## src/rtl/noc_axi4_bridge_resp_arb_pkg.sv

```systemverilog
// Shared types and constants for the NoC-AXI4 bridge response arbiter.
// Header/data widths default here when the bridge-level macros are not already defined.
`ifndef MSG_HEADER_WIDTH
`define MSG_HEADER_WIDTH 32
`endif
`ifndef AXI4_DATA_WIDTH
`define AXI4_DATA_WIDTH 64
`endif

package noc_axi4_bridge_pkg;
    typedef enum logic {PRIO_RD, PRIO_WR} resp_prio_t;

    localparam int RESP_SRC_RD = 0;
    localparam int RESP_SRC_WR = 1;
    localparam int PERF_CNT_W  = 32;
    localparam int HDR_W       = `MSG_HEADER_WIDTH;
    localparam int DATA_W      = `AXI4_DATA_WIDTH;

    function automatic logic [PERF_CNT_W-1:0] sat_inc(input logic [PERF_CNT_W-1:0] v);
        return (&v) ? v : v + PERF_CNT_W'(1);
    endfunction
endpackage

```

## src/rtl/noc_axi4_bridge_resp_arb_if.sv

```systemverilog
// Read/write completion inputs and serializer output of the response arbiter.
// Handshake: a beat transfers on a cycle where val & rdy; rdy never depends on that source's own val.
interface noc_axi4_bridge_resp_arb_if;
    import noc_axi4_bridge_pkg::*;

    logic [HDR_W-1:0]  rd_header;
    logic [DATA_W-1:0] rd_data;
    logic              rd_val;
    logic              rd_rdy;
    logic [HDR_W-1:0]  wr_header;
    logic              wr_val;
    logic              wr_rdy;
    logic [HDR_W-1:0]  ser_header;
    logic [DATA_W-1:0] ser_data;
    logic              ser_val;
    logic              ser_rdy;

    modport slave (
        input  rd_header, rd_data, rd_val, wr_header, wr_val, ser_rdy,
        output rd_rdy, wr_rdy, ser_header, ser_data, ser_val
    );
    modport master (
        output rd_header, rd_data, rd_val, wr_header, wr_val, ser_rdy,
        input  rd_rdy, wr_rdy, ser_header, ser_data, ser_val
    );
endinterface

```

## src/rtl/noc_axi4_bridge_wrr2.sv

```systemverilog
// Two-input weighted round-robin picker: priority FSM plus contended-burst counter.
// Only contended grants advance the counter; uncontended grants leave priority untouched.
module noc_axi4_bridge_wrr2
    import noc_axi4_bridge_pkg::*;
#(
    parameter int RD_BURST = 4,
    parameter int WR_BURST = 1
) (
    input  logic       clk,
    input  logic       rst_n,
    input  logic [1:0] i_req,
    input  logic       i_en,
    output logic [1:0] o_grant,
    output resp_prio_t o_prio
);
    localparam int MAX_B = (RD_BURST > WR_BURST) ? RD_BURST : WR_BURST;
    localparam int CNT_W = $clog2(MAX_B + 1);

    resp_prio_t       r_prio, w_prio_nxt;
    logic [CNT_W-1:0] r_cnt, w_cnt_nxt, w_cnt_inc, w_limit;
    logic             w_contended;

    always_ff @(posedge clk or negedge rst_n) begin
        if (!rst_n) begin
            r_prio <= PRIO_RD;
            r_cnt  <= '0;
        end else begin
            r_prio <= w_prio_nxt;
            r_cnt  <= w_cnt_nxt;
        end
    end

    always_comb begin
        w_prio_nxt  = r_prio;
        w_cnt_nxt   = r_cnt;
        w_contended = i_req[RESP_SRC_RD] & i_req[RESP_SRC_WR];
        w_cnt_inc   = r_cnt + CNT_W'(1);
        w_limit     = CNT_W'(RD_BURST);
        o_grant     = '0;
        o_grant[RESP_SRC_RD] = i_en & i_req[RESP_SRC_RD] & ~(i_req[RESP_SRC_WR] & (r_prio == PRIO_WR));
        o_grant[RESP_SRC_WR] = i_en & i_req[RESP_SRC_WR] & ~(i_req[RESP_SRC_RD] & (r_prio == PRIO_RD));
        case (r_prio)
            PRIO_RD: w_limit = CNT_W'(RD_BURST);
            PRIO_WR: w_limit = CNT_W'(WR_BURST);
            default: w_limit = CNT_W'(RD_BURST);
        endcase
        // A contended grant always goes to the priority source, so it alone spends the burst budget.
        if (i_en && w_contended) begin
            if (w_cnt_inc == w_limit) begin
                w_prio_nxt = (r_prio == PRIO_RD) ? PRIO_WR : PRIO_RD;
                w_cnt_nxt  = '0;
            end else begin
                w_cnt_nxt  = w_cnt_inc;
            end
        end
    end

    assign o_prio = r_prio;
endmodule

```

## src/rtl/noc_axi4_bridge_resp_arb.sv

```systemverilog
// Shares the response serializer between read (R) and write (B) completions with a registered output beat.
// Optional NOC_AXI4_BRIDGE_RESP_ARB_PERF_EN adds saturating grant and stall counters.
module noc_axi4_bridge_resp_arb
    import noc_axi4_bridge_pkg::*;
#(
    parameter int RD_BURST = 4,
    parameter int WR_BURST = 1
) (
    input  logic                        clk,
    input  logic                        rst_n,
    noc_axi4_bridge_resp_arb_if.slave   bus,
    output resp_prio_t                  o_dbg_prio
`ifdef NOC_AXI4_BRIDGE_RESP_ARB_PERF_EN
    ,
    output logic [PERF_CNT_W-1:0]       rd_grant_cnt,
    output logic [PERF_CNT_W-1:0]       wr_grant_cnt,
    output logic [PERF_CNT_W-1:0]       stall_cnt
`endif
);
    logic              r_ser_val;
    logic [HDR_W-1:0]  r_ser_header;
    logic [DATA_W-1:0] r_ser_data;
    logic              w_load;
    logic [1:0]        w_req, w_grant;
    resp_prio_t        w_prio;

    // rst_n gates load so no completion is accepted while reset is asserted.
    assign w_load = rst_n & (~r_ser_val | bus.ser_rdy);
    assign w_req  = {bus.wr_val, bus.rd_val};

    noc_axi4_bridge_wrr2 #(.RD_BURST(RD_BURST), .WR_BURST(WR_BURST)) u_wrr (
        .clk     (clk),
        .rst_n   (rst_n),
        .i_req   (w_req),
        .i_en    (w_load),
        .o_grant (w_grant),
        .o_prio  (w_prio)
    );

    assign bus.rd_rdy = w_load & ~(bus.wr_val & (w_prio == PRIO_WR));
    assign bus.wr_rdy = w_load & ~(bus.rd_val & (w_prio == PRIO_RD));

    always_ff @(posedge clk or negedge rst_n) begin
        if (!rst_n) begin
            r_ser_val    <= 1'b0;
            r_ser_header <= '0;
            r_ser_data   <= '0;
        end else if (w_load) begin
            r_ser_val <= |w_grant;
            if (w_grant[RESP_SRC_RD]) begin
                r_ser_header <= bus.rd_header;
                r_ser_data   <= bus.rd_data;
            end else if (w_grant[RESP_SRC_WR]) begin
                r_ser_header <= bus.wr_header;
                r_ser_data   <= '0;
            end
        end
    end

    assign bus.ser_val    = r_ser_val;
    assign bus.ser_header = r_ser_header;
    assign bus.ser_data   = r_ser_data;
    assign o_dbg_prio     = w_prio;

`ifdef NOC_AXI4_BRIDGE_RESP_ARB_PERF_EN
    logic [PERF_CNT_W-1:0] r_rd_grant_cnt, r_wr_grant_cnt, r_stall_cnt;

    always_ff @(posedge clk or negedge rst_n) begin
        if (!rst_n) begin
            r_rd_grant_cnt <= '0;
            r_wr_grant_cnt <= '0;
            r_stall_cnt    <= '0;
        end else begin
            if (w_grant[RESP_SRC_RD]) r_rd_grant_cnt <= sat_inc(r_rd_grant_cnt);
            if (w_grant[RESP_SRC_WR]) r_wr_grant_cnt <= sat_inc(r_wr_grant_cnt);
            if (r_ser_val && !bus.ser_rdy) r_stall_cnt <= sat_inc(r_stall_cnt);
        end
    end

    assign rd_grant_cnt = r_rd_grant_cnt;
    assign wr_grant_cnt = r_wr_grant_cnt;
    assign stall_cnt    = r_stall_cnt;
`endif
endmodule

```

## src/flat_wrapper.sv

```systemverilog
// flat-port wrapper written by rule: the top's interface ports become plain ports
module noc_axi4_bridge_resp_arb_flat import noc_axi4_bridge_pkg::*;
#(
    parameter int RD_BURST = 4,
    parameter int WR_BURST = 1
)
  (clk, rst_n, o_dbg_prio, bus_rd_header, bus_rd_data, bus_rd_val, bus_wr_header, bus_wr_val, bus_ser_rdy, bus_rd_rdy, bus_wr_rdy, bus_ser_header, bus_ser_data, bus_ser_val);
  noc_axi4_bridge_resp_arb_if bus_i ();
  input  logic clk;
  input  logic rst_n;
  output resp_prio_t o_dbg_prio;
  input wire logic [$bits(bus_i.rd_header)-1:0] bus_rd_header;
  input wire logic [$bits(bus_i.rd_data)-1:0] bus_rd_data;
  input wire logic [$bits(bus_i.rd_val)-1:0] bus_rd_val;
  input wire logic [$bits(bus_i.wr_header)-1:0] bus_wr_header;
  input wire logic [$bits(bus_i.wr_val)-1:0] bus_wr_val;
  input wire logic [$bits(bus_i.ser_rdy)-1:0] bus_ser_rdy;
  output wire logic [$bits(bus_i.rd_rdy)-1:0] bus_rd_rdy;
  output wire logic [$bits(bus_i.wr_rdy)-1:0] bus_wr_rdy;
  output wire logic [$bits(bus_i.ser_header)-1:0] bus_ser_header;
  output wire logic [$bits(bus_i.ser_data)-1:0] bus_ser_data;
  output wire logic [$bits(bus_i.ser_val)-1:0] bus_ser_val;
  assign bus_i.rd_header = bus_rd_header;
  assign bus_i.rd_data = bus_rd_data;
  assign bus_i.rd_val = bus_rd_val;
  assign bus_i.wr_header = bus_wr_header;
  assign bus_i.wr_val = bus_wr_val;
  assign bus_i.ser_rdy = bus_ser_rdy;
  assign bus_rd_rdy = bus_i.rd_rdy;
  assign bus_wr_rdy = bus_i.wr_rdy;
  assign bus_ser_header = bus_i.ser_header;
  assign bus_ser_data = bus_i.ser_data;
  assign bus_ser_val = bus_i.ser_val;
  noc_axi4_bridge_resp_arb #(.RD_BURST(RD_BURST), .WR_BURST(WR_BURST)) u_core (.clk(clk), .rst_n(rst_n), .bus(bus_i), .o_dbg_prio(o_dbg_prio));
endmodule
```

## config.mk

```make
export PLATFORM = sky130hd
export DESIGN_NAME = noc_axi4_bridge_resp_arb_flat
export DESIGN_NICKNAME = d
export VERILOG_FILES = /design/src/rtl/noc_axi4_bridge_resp_arb_pkg.sv /design/src/rtl/noc_axi4_bridge_resp_arb_if.sv /design/src/rtl/noc_axi4_bridge_wrr2.sv /design/src/rtl/noc_axi4_bridge_resp_arb.sv /design/src/flat_wrapper.sv
export SDC_FILE = /design/constraint.sdc
export NUM_CORES = 1
export LEC_CHECK = 0
export BUFFER_PORTS_ARGS = -buffer_cell sky130_fd_sc_hd__buf_2
export CAP_MARGIN = 40
export CORE_MARGIN = 10
export CORE_UTILIZATION = 40
export CTS_BUF_LIST = sky130_fd_sc_hd__clkbuf_8
export DETAILED_ROUTE_END_ITERATION = 12
export PLACE_DENSITY_LB_ADDON = 0.08
export SYNTH_ARGS = -nofsm -noshare
export SYNTH_HDL_FRONTEND = slang
export SYNTH_SLANG_ARGS = --single-unit
```

## constraint.sdc

```tcl
create_clock -name clk -period 1.3 [get_ports clk]
set_input_delay 0.065 -clock clk [delete_from_list [all_inputs] [get_ports clk]]
set_output_delay 0.065 -clock clk [all_outputs]
set_load 0.02 [all_outputs]
```

==> reports/qor.txt <==
Setup repair after global routing missed its margin - true
Nature of the critical path endpoint - register
Startpoint type of the worst setup path - register
Share of power burned in the clock network - 0.207
Post-synthesis share of cell area spent on and, or, nand and nor gates - 0.0700
Count of TritonRoute iterations in the first routing pass - 5
Area Growth Syn to Fin - 88.8%
Area after DPL - 0.00588 mm²
Initial core utilization - 0.408
Per-instance average area after synthesis - 11.7 µm²
Dominant combinational cell family by area after synthesis - compound AO/OA/AOI/OAI gates
Switching power of the nets - 3.48 mW
Number of endpoints with negative hold slack in the final report - 67
Leading register cell type out of synthesis - sky130_fd_sc_hd__dfrtp_1
Level count of the clock H-tree - 3
Violated checks - negative hold slack, negative setup slack
Horizontal die dimension - 125 µm
Synthesized net count - 511
Overflow after GRT - 0
P_leak - 3.87 nW
Residual DRC - 0
Final routed wirelength across all metal layers - 20.6 mm
Clock Skews - 0.0194 ns
Minimum setup slack after placement - -0.148 ns
Antenna violations before repair - 1
Worst setup slack after layout - -0.191 ns
Peak supply drop - 647 µV
Outcome - complete, but fails checks
Period utilisation layout - 1.15
Comb power frac - 0.383
TritonCTS clock tree - done
Final slew viol count - 0
Hold-fix buffers at CTS - 132
Required time at the endpoint of the critical path - 1.57 ns
Worst Hold Slack - -0.252 ns
Cell area power density - 1150 mW/mm²
Sum of negative setup slack - -12.85 ns
Transition at the pin with the smallest max-transition slack - 0.482 ns
Netlist cell types - 34
Reg power frac - 0.410
Final standard cell count with taps included and fillers excluded - 903
Synthesized-area fraction occupied by adder cells - 0.00283
Vias in the first global route - 5385
Drt wl/cell - 22.8 µm
Fill cell count - 680
CTS Buffer Depth - 2
Final Critical Period - 1.49 ns
Number of port buffers - 232
Reg2reg end - u_core.u_wrr.r_cnt[1]$_DFFE_PN0P_
Area used by sequential logic in the layout - 0.00253 mm²
Xor/xnor share of the synthesized area - 0.00198
Critical R2R Launch - u_core.bus.ser_val$_DFFE_PN0P_
Via density - 5.79
Cell area after technology mapping - 0.00442 mm²
Clock root buffer - sky130_fd_sc_hd__clkbuf_8
Number of nets in the finished design - 891
Upper clock frequency limit - 0.671 GHz
Share of final-layout standard cells stronger than drive strength 1 - 0.469
CTS sink cnt - 101
R2r setup slk - -0.19 ns
Final setup viols - 103
Class of the worst hold path - in -> async
Endpoint arrival time on the critical path - 1.76 ns
Multiplexer area fraction after synthesis - 0.00255
Slew Limit Headroom - 0.679
Chip height - 125 µm
Seq/Total Area, Yosys - 0.572
Post-synthesis cell count - 377
Number of nets still failing antenna checks after routing - 0
Detailed placement HPWL - 11.6 mm
CP Class - reg -> reg
Placeable Area - 0.0108 mm²
Post-route design area - 0.00834 mm²
Fraction of synthesis flops using an asynchronous set or reset pin - 1.00
Clock Latency Late Sink - 0.37 ns
Maximum fanout along the worst path - 7
Wire length of the first global-routing pass - 30.9 mm
Switching fraction of total power - 0.364
Post-synthesis register bit count - 101
Max capacitance violation total - 0
CTS clk-pin slew, worst paths - 0.12 ns
Die footprint - 0.0156 mm²
EDFF count, synth - 0
Largest net degree at the start of global routing - 92
Number of CTS-inserted buffers - 9
Vias - 5229
Area fraction in compound gates after synthesis - 0.290
Number of cells in the design after placement - 730
Violation count after the first detailed-routing iteration - 437
Number of warnings reported in the yosys synthesis log - 0
Worst-case reg-to-reg path depth - 4
Top-level I/O count - 233
All-layer global routing usage - 0.240
Area used by multi-input combinational logic - 0.00209 mm²
Row Count - 38
Design internal power - 6.08 mW
Placer's final routability congestion estimate - 0.840
==> logic make-up after synthesis <==
family                   count (synthesis)
multiplexers                             1
flip-flops                             101
AO/OA/AOI/OAI                          171
AND/OR/NAND/NOR                         49
buffers and inverters                   53
adder cells (fa/ha/maj)                  1
XOR/XNOR                                 1
==> power by group through the flow <==
stage	Combinational, mW	Clock [mW]	Sequential (mW)
2_1_floorplan	0.946	0	4.51
3_3_place_gp	2.64	0	3.93
3_5_place_dp	2.69	0	3.95
4_1_cts	3.43	2.02	3.90
5_1_grt	3.87	2.13	3.97
6_report	3.66	1.98	3.92
==> cell usage after synthesis, types with 2 or more instances <==
cell type                    n  area [µm²]
sky130_fd_sc_hd__a31oi_1    64         400
sky130_fd_sc_hd__inv_1       2        7.51
sky130_fd_sc_hd__nand4_1    32         200
sky130_fd_sc_hd__clkbuf_1   29         109
sky130_fd_sc_hd__dfrtp_1   101        2530
sky130_fd_sc_hd__buf_2      13        65.1
sky130_fd_sc_hd__a22o_1     64         561
sky130_fd_sc_hd__nand2_1     5        18.8
sky130_fd_sc_hd__buf_6       7        78.8
sky130_fd_sc_hd__a21oi_1     2        10.0
sky130_fd_sc_hd__o31ai_1    35         263
==> final cells by class <==
class,count,share of cell area
clock buffers,10,0.0165
well taps,140,0.0210
multi-input cells,223,0.250
clock inverters,6,0.00630
inverters,3,0.00135
flip-flops and latches,101,0.303
repair buffers,419,0.401
diodes,1,0.000300
==> state kept, by name, summed over array words and instances (netlist names) <==
name / cells
u_core.bus.ser_header: 32
u_core.u_wrr.o_prio: 1
u_core.u_wrr.r_cnt: 3
u_core.bus.ser_val: 1
u_core.bus.ser_data: 64
==> stage by stage <==
| step | util | total power [mW] |
|---|---|---|
| after CTS | 0.739 | 9.34 |
| after detailed placement | 0.542 | 6.63 |
| final | 0.769 | 9.56 |
| after floorplan | - | 5.46 |
| after global routing | 0.769 | 9.98 |
| after global placement | 0.542 | 6.57 |
==> layer usage <==
| metal | track usage | up-vias | share of wire |
|---|---|---|---|
| met4 | 0.0915 | 0 | 0.035 |
| met5 | 0 | - | 0 |
| met3 | 0.0617 | 57 | 0.084 |
| li1 | - | 2281 | - |
| met2 | 0.405 | 330 | 0.50 |
| met1 | 0.289 | 2561 | 0.38 |
==> how the worst max path moves through the flow <==
stage	from	end	slack (ns)	cells after the start
global placement	u_core.u_wrr.o_prio$_DFFE_PN0P_	u_core.bus.ser_data[14]$_DFFE_PN0P_	-0.09	4
global route	u_core.bus.ser_val$_DFFE_PN0P_	bus_rd_rdy	-0.23	6
detailed placement	u_core.u_wrr.o_prio$_DFFE_PN0P_	u_core.bus.ser_data[12]$_DFFE_PN0P_	-0.15	4
floorplan	u_core.u_wrr.o_prio$_DFFE_PN0P_	u_core.bus.ser_data[0]$_DFFE_PN0P_	-0.25	5
CTS	u_core.u_wrr.o_prio$_DFFE_PN0P_	u_core.bus.ser_data[33]$_DFFE_PN0P_	-0.18	6
finish	u_core.bus.ser_val$_DFFE_PN0P_	u_core.u_wrr.r_cnt[1]$_DFFE_PN0P_	-0.19	4
==> what timing repair did <==
item,CTS,global route
gates cloned,10,4
hold endpoints to repair,197,67
endpoints found under the setup margin,97,104
buffers inserted,15,2
pin swaps,12,15
gates resized for setup,49,52
==> worst max-delay path, cell delays in order, from the launching register on <==
cell and delay, ns:
sky130_fd_sc_hd__dfrtp_2 0.43, sky130_fd_sc_hd__buf_4 0.14, sky130_fd_sc_hd__nor2b_4 0.15, sky130_fd_sc_hd__or3_4 0.38, sky130_fd_sc_hd__mux2_4 0.30
==> cells in the final DEF (no fill, tap or decap), drive strengths merged <==
master and instances:
xor2 1, mux2 1, a32oi 1, a31oi 64, a21boi 1, clkbuf 14
dlygate4sd3 131, dfrtp 101, nand2b 1, clkinvlp 2, or3 1, clkinv 1
a21oi 2, diode 1, nand3b 1, nor3b 1, a21bo 1, and4b 1
a22o 64, nor2b 1, o211ai 1, or2 1, nor3 2, inv 6
or4 1, o21ai 1, nand3 1, nand4 32, buf 284, ha 1
and3 1, o31ai 35, nand2 5, o2bb2ai 1
No activity file was read; power rests on OpenSTA's default activity.
